File: src/rtl/sprite_pkg.sv
// Shared widths, types and constants for the sprite pixel fetch path.
// Imported by the frame counter and the fetch pipeline.
package sprite_pkg;

    localparam int ADDR_W  = 19;
    localparam int RGB_W   = 24;
    localparam int COORD_W = 10;

    typedef logic [RGB_W-1:0]   rgb_t;
    typedef logic [COORD_W-1:0] coord_t;

    localparam rgb_t KEY_MAGENTA = 24'hFF00FF;

endpackage

File: src/rtl/sprite_pixel_fetch_anim_frame_counter.sv
// Animation frame index: divides frame_start pulses by FRAME_DIV and
// steps a frame index modulo NUM_FRAMES; only moves on frame_start.
module anim_frame_counter
    import sprite_pkg::*;
#(
    parameter int NUM_FRAMES = 4,
    parameter int FRAME_DIV  = 8
) (
    input  logic       Clk,
    input  logic       Reset_n,
    input  logic       frame_start,
    output logic [1:0] anim_frame
);

    localparam int DW = (FRAME_DIV > 1) ? $clog2(FRAME_DIV) : 1;
    localparam logic [DW-1:0] DIV_LAST = DW'(FRAME_DIV - 1);
    localparam logic [1:0]    FRM_LAST = 2'(NUM_FRAMES - 1);

    logic [DW-1:0] div_q, div_d;
    logic [1:0]    frm_q, frm_d;

    // Next divider count and frame index for this frame_start
    always_comb begin
        div_d = div_q;
        frm_d = frm_q;
        if (frame_start) begin
            if (div_q == DIV_LAST) begin
                div_d = '0;
                frm_d = (frm_q == FRM_LAST) ? 2'd0 : frm_q + 2'd1;
            end else begin
                div_d = div_q + DW'(1);
            end
        end
    end

    // Divider and frame index registers
    always_ff @(posedge Clk or negedge Reset_n) begin
        if (!Reset_n) begin
            div_q <= '0;
            frm_q <= '0;
        end else begin
            div_q <= div_d;
            frm_q <= frm_d;
        end
    end

    assign anim_frame = frm_q;

endmodule

File: src/rtl/sprite_pixel_fetch.sv
// Sprite pixel fetch: hit test and ROM address, ROM latency absorption,
// chroma key, and a 3-cycle streaming pixel/valid output.
module sprite_pixel_fetch
    import sprite_pkg::*;
#(
    parameter int   SPR_W      = 32,
    parameter int   SPR_H      = 32,
    parameter int   NUM_FRAMES = 4,
    parameter int   FRAME_DIV  = 8,
    parameter rgb_t KEY_COLOR  = KEY_MAGENTA
) (
    input  logic              Clk,
    input  logic              Reset_n,
    input  logic              frame_start,
    input  logic              pixel_en,
    input  coord_t            DrawX,
    input  coord_t            DrawY,
    input  coord_t            obj_x,
    input  coord_t            obj_y,
    input  logic              obj_en,
    input  logic              flip_x,
    output logic [ADDR_W-1:0] rom_addr,
    output logic [1:0]        rom_sel,
    input  rgb_t              rom_data,
    output logic              pix_valid,
    output rgb_t              pix_rgb,
    output logic [1:0]        anim_frame
);

    localparam logic signed [COORD_W:0] XMAX = (COORD_W+1)'(SPR_W - 1);
    localparam logic signed [COORD_W:0] YMAX = (COORD_W+1)'(SPR_H - 1);
    localparam logic signed [COORD_W:0] ZERO = '0;

    logic signed [COORD_W:0] lx, ly;
    logic [COORD_W:0]        col;
    logic [ADDR_W-1:0]       addr;
    logic                    hit;

    logic [ADDR_W-1:0] rom_addr_q;
    logic [1:0]        rom_sel_q;
    logic              hit1_q, hit2_q;
    logic              pix_valid_q;
    rgb_t              pix_rgb_q;
    logic              opaque;

    anim_frame_counter #(
        .NUM_FRAMES (NUM_FRAMES),
        .FRAME_DIV  (FRAME_DIV)
    ) u_anim (
        .Clk         (Clk),
        .Reset_n     (Reset_n),
        .frame_start (frame_start),
        .anim_frame  (anim_frame)
    );

    // Offsets are signed so a scan left of / above the sprite never wraps
    assign lx = $signed({1'b0, DrawX}) - $signed({1'b0, obj_x});
    assign ly = $signed({1'b0, DrawY}) - $signed({1'b0, obj_y});

    assign hit = pixel_en & obj_en
               & (lx >= ZERO) & (lx <= XMAX)
               & (ly >= ZERO) & (ly <= YMAX);

    assign col  = flip_x ? (COORD_W+1)'(XMAX - lx) : (COORD_W+1)'(lx);
    assign addr = ADDR_W'(ly[COORD_W-1:0]) * ADDR_W'(SPR_W)
                + ADDR_W'(col[COORD_W-1:0]);

    assign opaque = hit2_q & (rom_data != KEY_COLOR);

    // Three-stage pipeline: address issue, ROM wait, chroma key
    always_ff @(posedge Clk or negedge Reset_n) begin
        if (!Reset_n) begin
            rom_addr_q  <= '0;
            rom_sel_q   <= '0;
            hit1_q      <= 1'b0;
            hit2_q      <= 1'b0;
            pix_valid_q <= 1'b0;
            pix_rgb_q   <= '0;
        end else begin
            rom_addr_q  <= hit ? addr : '0;
            rom_sel_q   <= anim_frame;
            hit1_q      <= hit;
            hit2_q      <= hit1_q;
            pix_valid_q <= opaque;
            pix_rgb_q   <= opaque ? rom_data : '0;
        end
    end

    assign rom_addr  = rom_addr_q;
    assign rom_sel   = rom_sel_q;
    assign pix_valid = pix_valid_q;
    assign pix_rgb   = pix_rgb_q;

endmodule

File: config.mk
export PLATFORM = sky130hd
export DESIGN_NAME = sprite_pixel_fetch
export DESIGN_NICKNAME = d
export VERILOG_FILES = /design/src/rtl/sprite_pkg.sv /design/src/rtl/sprite_pixel_fetch_anim_frame_counter.sv /design/src/rtl/sprite_pixel_fetch.sv
export SDC_FILE = /design/constraint.sdc
export NUM_CORES = 1
export LEC_CHECK = 0
export ABC_AREA = 0
export CORE_UTILIZATION = 35
export CTS_CLUSTER_SIZE = 40
export DETAILED_ROUTE_END_ITERATION = 16
export PLACE_DENSITY = 0.69
export SYNTH_ARGS = -nofsm -noshare
export SYNTH_HDL_FRONTEND = slang
export SYNTH_SLANG_ARGS = --single-unit
export TNS_END_PERCENT = 30
File: constraint.sdc
create_clock -name Clk -period 1.23 [get_ports Clk]
set_clock_uncertainty 0.05 [all_clocks]
set_input_delay 0.246 -clock Clk [delete_from_list [all_inputs] [get_ports Clk]]
set_output_delay 0.246 -clock Clk [all_outputs]
set_load 0.02 [all_outputs]
### Yosys cells after proc, flatten, opt, wreduce, memory -nomap -nowiden

Index checks and enable logic that the tools add are counted.

| operators by class | value |
|---|---|
| $add $sub $neg | 6 |
| $lt $le $gt $ge | 4 |
| equal/unequal tests | 3 |
| muxes and demuxes | 5 |
| bitwise logic cells | 6 |
| reductions and logical operators | 1 |

Operators with widths:

| cell | count |
|---|---|
| $mux 24 | 1 |
| $ne 24x24->1 const B | 1 |
| $ge 11x1->1 const B | 2 |
| $le 11x6->1 const B | 2 |
| $sub 10x10->11 | 2 |
| $add 15x10->16 | 1 |
| $mux 16 | 1 |
| $mux 10 | 1 |
| $sub 6x10->10 const A | 1 |
| $and 1x1->1 | 6 |
| $add 3x1->3 const B | 1 |
| $eq 3x3->1 const B | 1 |
| $mux 3 | 1 |
| $add 2x1->2 const B | 1 |
| $eq 2x2->1 const B | 1 |
| $mux 2 | 1 |
| $reduce_and 2->1 | 1 |

| word-level totals | value |
|---|---|
| register bits | 50 |
| output and inout port bits | 48 |
| word-level logic and storage cells | 33 |

### Logic depth before layout (Yosys ltp)

| logic depth | value |
|---|---|
| depth in word-level cells | 7 |
| depth in mapped cells | 16 |
| mapped depth without buffers | 16 |

### Cells and area by module

Synthesis repeated with hierarchy kept, for this count alone.

| unflattened totals | value |
|---|---|
| cells, all modules | 327 |
| area, all modules | 3,245.6 um2 |

By module, submodules not included:

| module | instances | cells each | area an instance (um2) |
|---|---|---|---|
| sprite_pixel_fetch | 1 | 311 | 3,011.6 |
| anim_frame_counter | 1 | 16 | 234.0 |

### Worst setup path before layout

No wires, ideal clock.

| timing | value |
|---|---|
| kind | input port to flip-flop |
| start | input DrawX[0] |
| end | register rom_addr_q[9] (netlist: rom_addr[9]) |
| setup time | 0.119 ns |
| arrival time | 3.174 ns |
| data required time | 1.061 ns |
| setup slack | -2.113 ns |
| stages on the path | 15 |
| buffers on the path | 0 |
| cells stage by stage | inv_1 -> ha_1 -> fa_1 -> nand2b_1 -> a211oi_1 -> nor2_1 -> xor2_1 -> ha_1 -> nand2_1 -> o21ai_0 -> fa_1 -> a21o_1 -> a21oi_1 -> xor2_1 -> nor2_2 |

| between the ends | value |
|---|---|
| word-level cells in the longest chain between the ends | 7 |

Ends and longest elaborated chain:

| element | line | source |
|---|---|---|
| start, declared | sprite_pixel_fetch.sv:16 | `input coord_t DrawX,` |
| $sub 10x10->11 (*) | sprite_pixel_fetch.sv:57 | `assign lx = $signed({1'b0, DrawX}) - $signed({1'b0, obj_x});` |
| parallel branches: the longest is 5 deep, another holds $add 15x10->16 | n/a |  |
| $mux 16 (*) | sprite_pixel_fetch.sv:80 | `rom_addr_q <= hit ? addr : '0;` |
| end signal, assigned | sprite_pixel_fetch.sv:80 |  |
| end, declared | sprite_pixel_fetch.sv:39 | `logic [ADDR_W-1:0] rom_addr_q;` |

Mark *: on every way between the ends.
A chain may end at the register's enable or synchronous reset.

### Worst setup path after layout

| timing | value |
|---|---|
| start | input DrawX[0] |
| end | register rom_addr_q[10] (netlist: rom_addr[10]) |

The elaborated chain is that of the path after synthesis.

==> impl_metrics.yaml <==
layout:
  nNetsFinal: 612
  fraction_of_final_layout_cells_sized_beyond_drive_strength_1_pct: 46.7
  fillers: 700
  layoutNonFillerInstCount: 615
  final_core_utilization_pct: 63.8
  antenna-diode-count: 0
  area_growth_syn_to_layout_pct: 73.4
clocking:
  cts_tree: "yes"
  cts_made_buffers: 5
  clk-insertion-delay-late_ns: 0.29
  cts_sinks: 50
  clkTransAtPathRegs_ns: 0.09
  ctsHtreeMaxLevel: 2
  root_buffer: "clkbuf_8"
  clock_path_buffers: 2
grt:
  pin_count_of_the_biggest_net_entering_global_routing: 28
  first_global_vias: 3046
  grt-ovfl-total: 0
  global_route_wire_length_before_repair_mm: 12.6
  antenna_violations_before_repair: 0
  gr-usage-all-layers_pct: 17.7
power:
  finalPower_w: 0.00566
  ir_drop_uv: 490
  cellLeakagePower_nw: 2.72
  power.density_cell_area_nw_per_um2: 1060
synthesis:
  async_reset_ff_share_pct: 100
  count_of_cell_types_in_the_netlist: 52
  syn-mean-instance-area_um2: 10.1
  synthesis.instances: 305
  post_synth_instance_area_um2: 3070
  ys_dominant_reg_cell: "dfrtp_1"
  seq_area_frac_synth_pct: 40.8
  synth_edf_count: 0
  synth.ff_latch_count: 50
  synth_warnings: 0
detailed_routing:
  post_route_wl_mm: 8.09
  routed-wl-met2_mm: 4.47
  wl_per_cell_um: 13.2
  via_count: 2915
  routed-wl-met3_um: 499
  drt.antenna.violating_nets: 0
  route.layer.met1.wl_mm: 2.95
  vias_per_cell: 4.74
  drt_first_iter_violations: 53
  detail_route.first_pass.iterations: 4
  top_layer_used: "met4"
  drc: 0
placement:
  dp_cells: 596
  place.port_buffers: 114
  post-place-ws_ns: -2.31
  globalplace.congestion: 0.841
  dp_hpwl_mm: 6.13
sta:
  unrepaired_setup_endpoints_after_global_routing: "yes"
  hold_viol: 0
  timing.fmax_mhz: 367
  finalCritPeriodShare_pct: 221
  setup_ws_ns: -1.49
  final_period_minus_worst_setup_slack_ns: 2.72
  slew_viol_final: 0
  worst_hold_slack_across_all_endpoints_ns: 0.128
  setup_viol_count_final: 35
worst_setup_path:
  type_of_element_launching_the_critical_path: "primary input"
  arrival_ns: 2.85
  cp_max_fo: 2
  end_kind: "register"
  reg2reg_to: "u_anim.anim_frame[1]"
  worstSetupPathType: "in -> reg"
  reg2reg_setup_slack_ns: -0.08
  worst-r2r-cell-count: 4
  critical_path_required_ns: 1.35
  worst_r2r_src: "u_anim.div_q[1]"
floorplanning:
  start_util_pct: 36.8
  row_count: 33
  fp.dieArea_um2: 9150
  io-pin-count: 118
  floorplan_core_area_um2: 8340
  die_w_um: 95.6
  die_y_um: 95.6
flow_run:
  drv.max_cap_violation_count: 0
worst_hold_path:
  timing.hold.worst.class: "in -> reg"
  terminating_pin_of_the_worst_hold_path: "pix_rgb[14]"
  min_from: "rom_data[14]"
  worst_hold_stages: 2
outcome:
  violations: "negative setup slack"
  run_status: "complete, but fails checks"
## cell usage in the layout (no fill, tap or decap), types with 3 or more instances in the layout
cell	count
nand2b_1	3
and3_1	3
buf_6	14
dlygate4sd2_1	25
conb_1	8
a21oi_1	11
clkdlybuf4s50_1	36
inv_1	23
o21ai_0	5
inv_2	8
nor3_1	5
nor2_2	14
nor2b_2	3
dfrtp_1	50
buf_4	69
nor2_1	9
fa_2	3
clkbuf_8	6
nand2_2	3
a21o_1	6
xnor2_2	4
xnor2_1	7
ha_4	11
nand4_1	4
ha_2	3
xor2_1	8
nand2_1	10
ha_1	16
buf_2	47
and2_1	12
o21a_1	3
a21oi_2	3
and2_4	16
## worst max-delay path, stage by stage
cell      delay, ns
buf_8          0.08
inv_8          0.03
ha_4           0.15
fa_2           0.39
nand2b_4       0.16
a211oi_4       0.22
nor2_2         0.07
xor2_2         0.22
ha_4           0.24
nand2_4        0.06
o21ai_4        0.07
ha_1           0.30
a21o_1         0.17
a21oi_2        0.17
nor2b_2        0.07
o21ai_1        0.13
a21oi_1        0.08
## stage by stage
stage	setup TNS [ns]	instance area (um2)
final	-21.46	5320
after global routing	-23.56	5320
after CTS	-20.11	5370
after detailed placement	-52.71	4940
after global placement	-51.58	4940
after floorplan	-27.71	3160
## cell usage after synthesis, types with 2 or more instances
library cell,n,share of area (%)
and3_1,3,0.61
nand4_1,4,0.82
nand4b_1,2,0.57
nand2_1,14,1.7
clkbuf_1,3,0.37
o21ai_0,8,1.3
nand3b_1,2,0.49
xnor2_1,12,3.4
o211ai_1,2,0.49
a31oi_1,2,0.41
nor2b_1,5,1.0
a21oi_1,14,2.3
or3_1,2,0.41
o22ai_1,4,0.82
and2_1,28,5.7
inv_1,32,3.9
nor3_1,5,0.82
buf_4,3,0.73
xor2_1,9,2.6
nor2_2,10,2.0
dfrtp_1,50,41
nand2b_1,5,1.0
fa_1,3,2.0
o311a_1,2,0.65
mux2_2,3,1.1
ha_1,30,12
o21a_1,3,0.73
nor2_1,13,1.6
a211oi_1,4,0.98
a21o_1,6,1.5
## what timing repair did
| item | CTS | global route |
|---|---|---|
| setup buffers | 4 | 6 |
| hold buffers | 1 | 0 |
| hold endpoints to repair | 50 | 0 |
| pin swaps | 43 | 13 |
| resized for setup | 281 | 50 |
| gates cloned | 4 | 0 |
| setup endpoints to repair | 83 | 61 |
## cells by family (layout without fill, tap and decap cells)
logic type	count (synthesis)	after routing	synth area share [%]
AO/OA/AOI/OAI	56	56	13.1
XOR/XNOR	21	21	5.99
adder cells (fa/ha/maj)	33	33	14.2
buffers and inverters	40	238	5.50
flip-flops	50	50	40.8
multiplexers	3	3	1.10
other	1	8	0.122
AND/OR/NAND/NOR	101	101	19.2
## worst max path at each step
stage	from	end	slack [ns]	depth (start not counted)
floorplan	DrawX[0]	rom_addr[9]	-1.74	15
global placement	DrawX[0]	rom_addr[9]	-2.29	17
detailed placement	DrawX[0]	rom_addr[9]	-2.31	17
CTS	DrawX[0]	rom_addr[10]	-1.47	17
global route	DrawX[0]	rom_addr[9]	-1.65	16
finish	DrawX[0]	rom_addr[10]	-1.49	17
## routing by layer
metal,up-vias,track usage [%]
met5,-,0
met4,0,8.46
met3,14,3.03
met2,109,35.8
met1,1358,16.9
li1,1434,-
## power by group
| part | total, W | switching [W] | internal, W |
|---|---|---|---|
| Clock | 0.00119 | 0.000524 | 0.000669 |
| Sequential | 0.00183 | 0.0000676 | 0.00176 |
| Combinational | 0.00263 | 0.00117 | 0.00147 |
| Total | 0.00566 | 0.00176 | 0.00390 |
## final cells by class
type	instances	area [um2]	share of cell area (%)
sequential	50	1250	23.5
clock buffer	6	82.6	1.55
inverter	32	128	2.40
clock inverter	2	38.8	0.729
tap	105	131	2.47
timing repair buffer	198	1580	29.7
multi-input combinational	222	2110	39.6
## registers in the layout, indices dropped and copies added, names as in the netlist
name / count
hit1_q: 1
u_anim.div_q: 3
rom_sel: 2
u_anim.anim_frame: 2
pix_rgb: 24
rom_addr: 16
pix_valid: 1
hit2_q: 1
No activity file was read; power rests on OpenSTA's default activity.
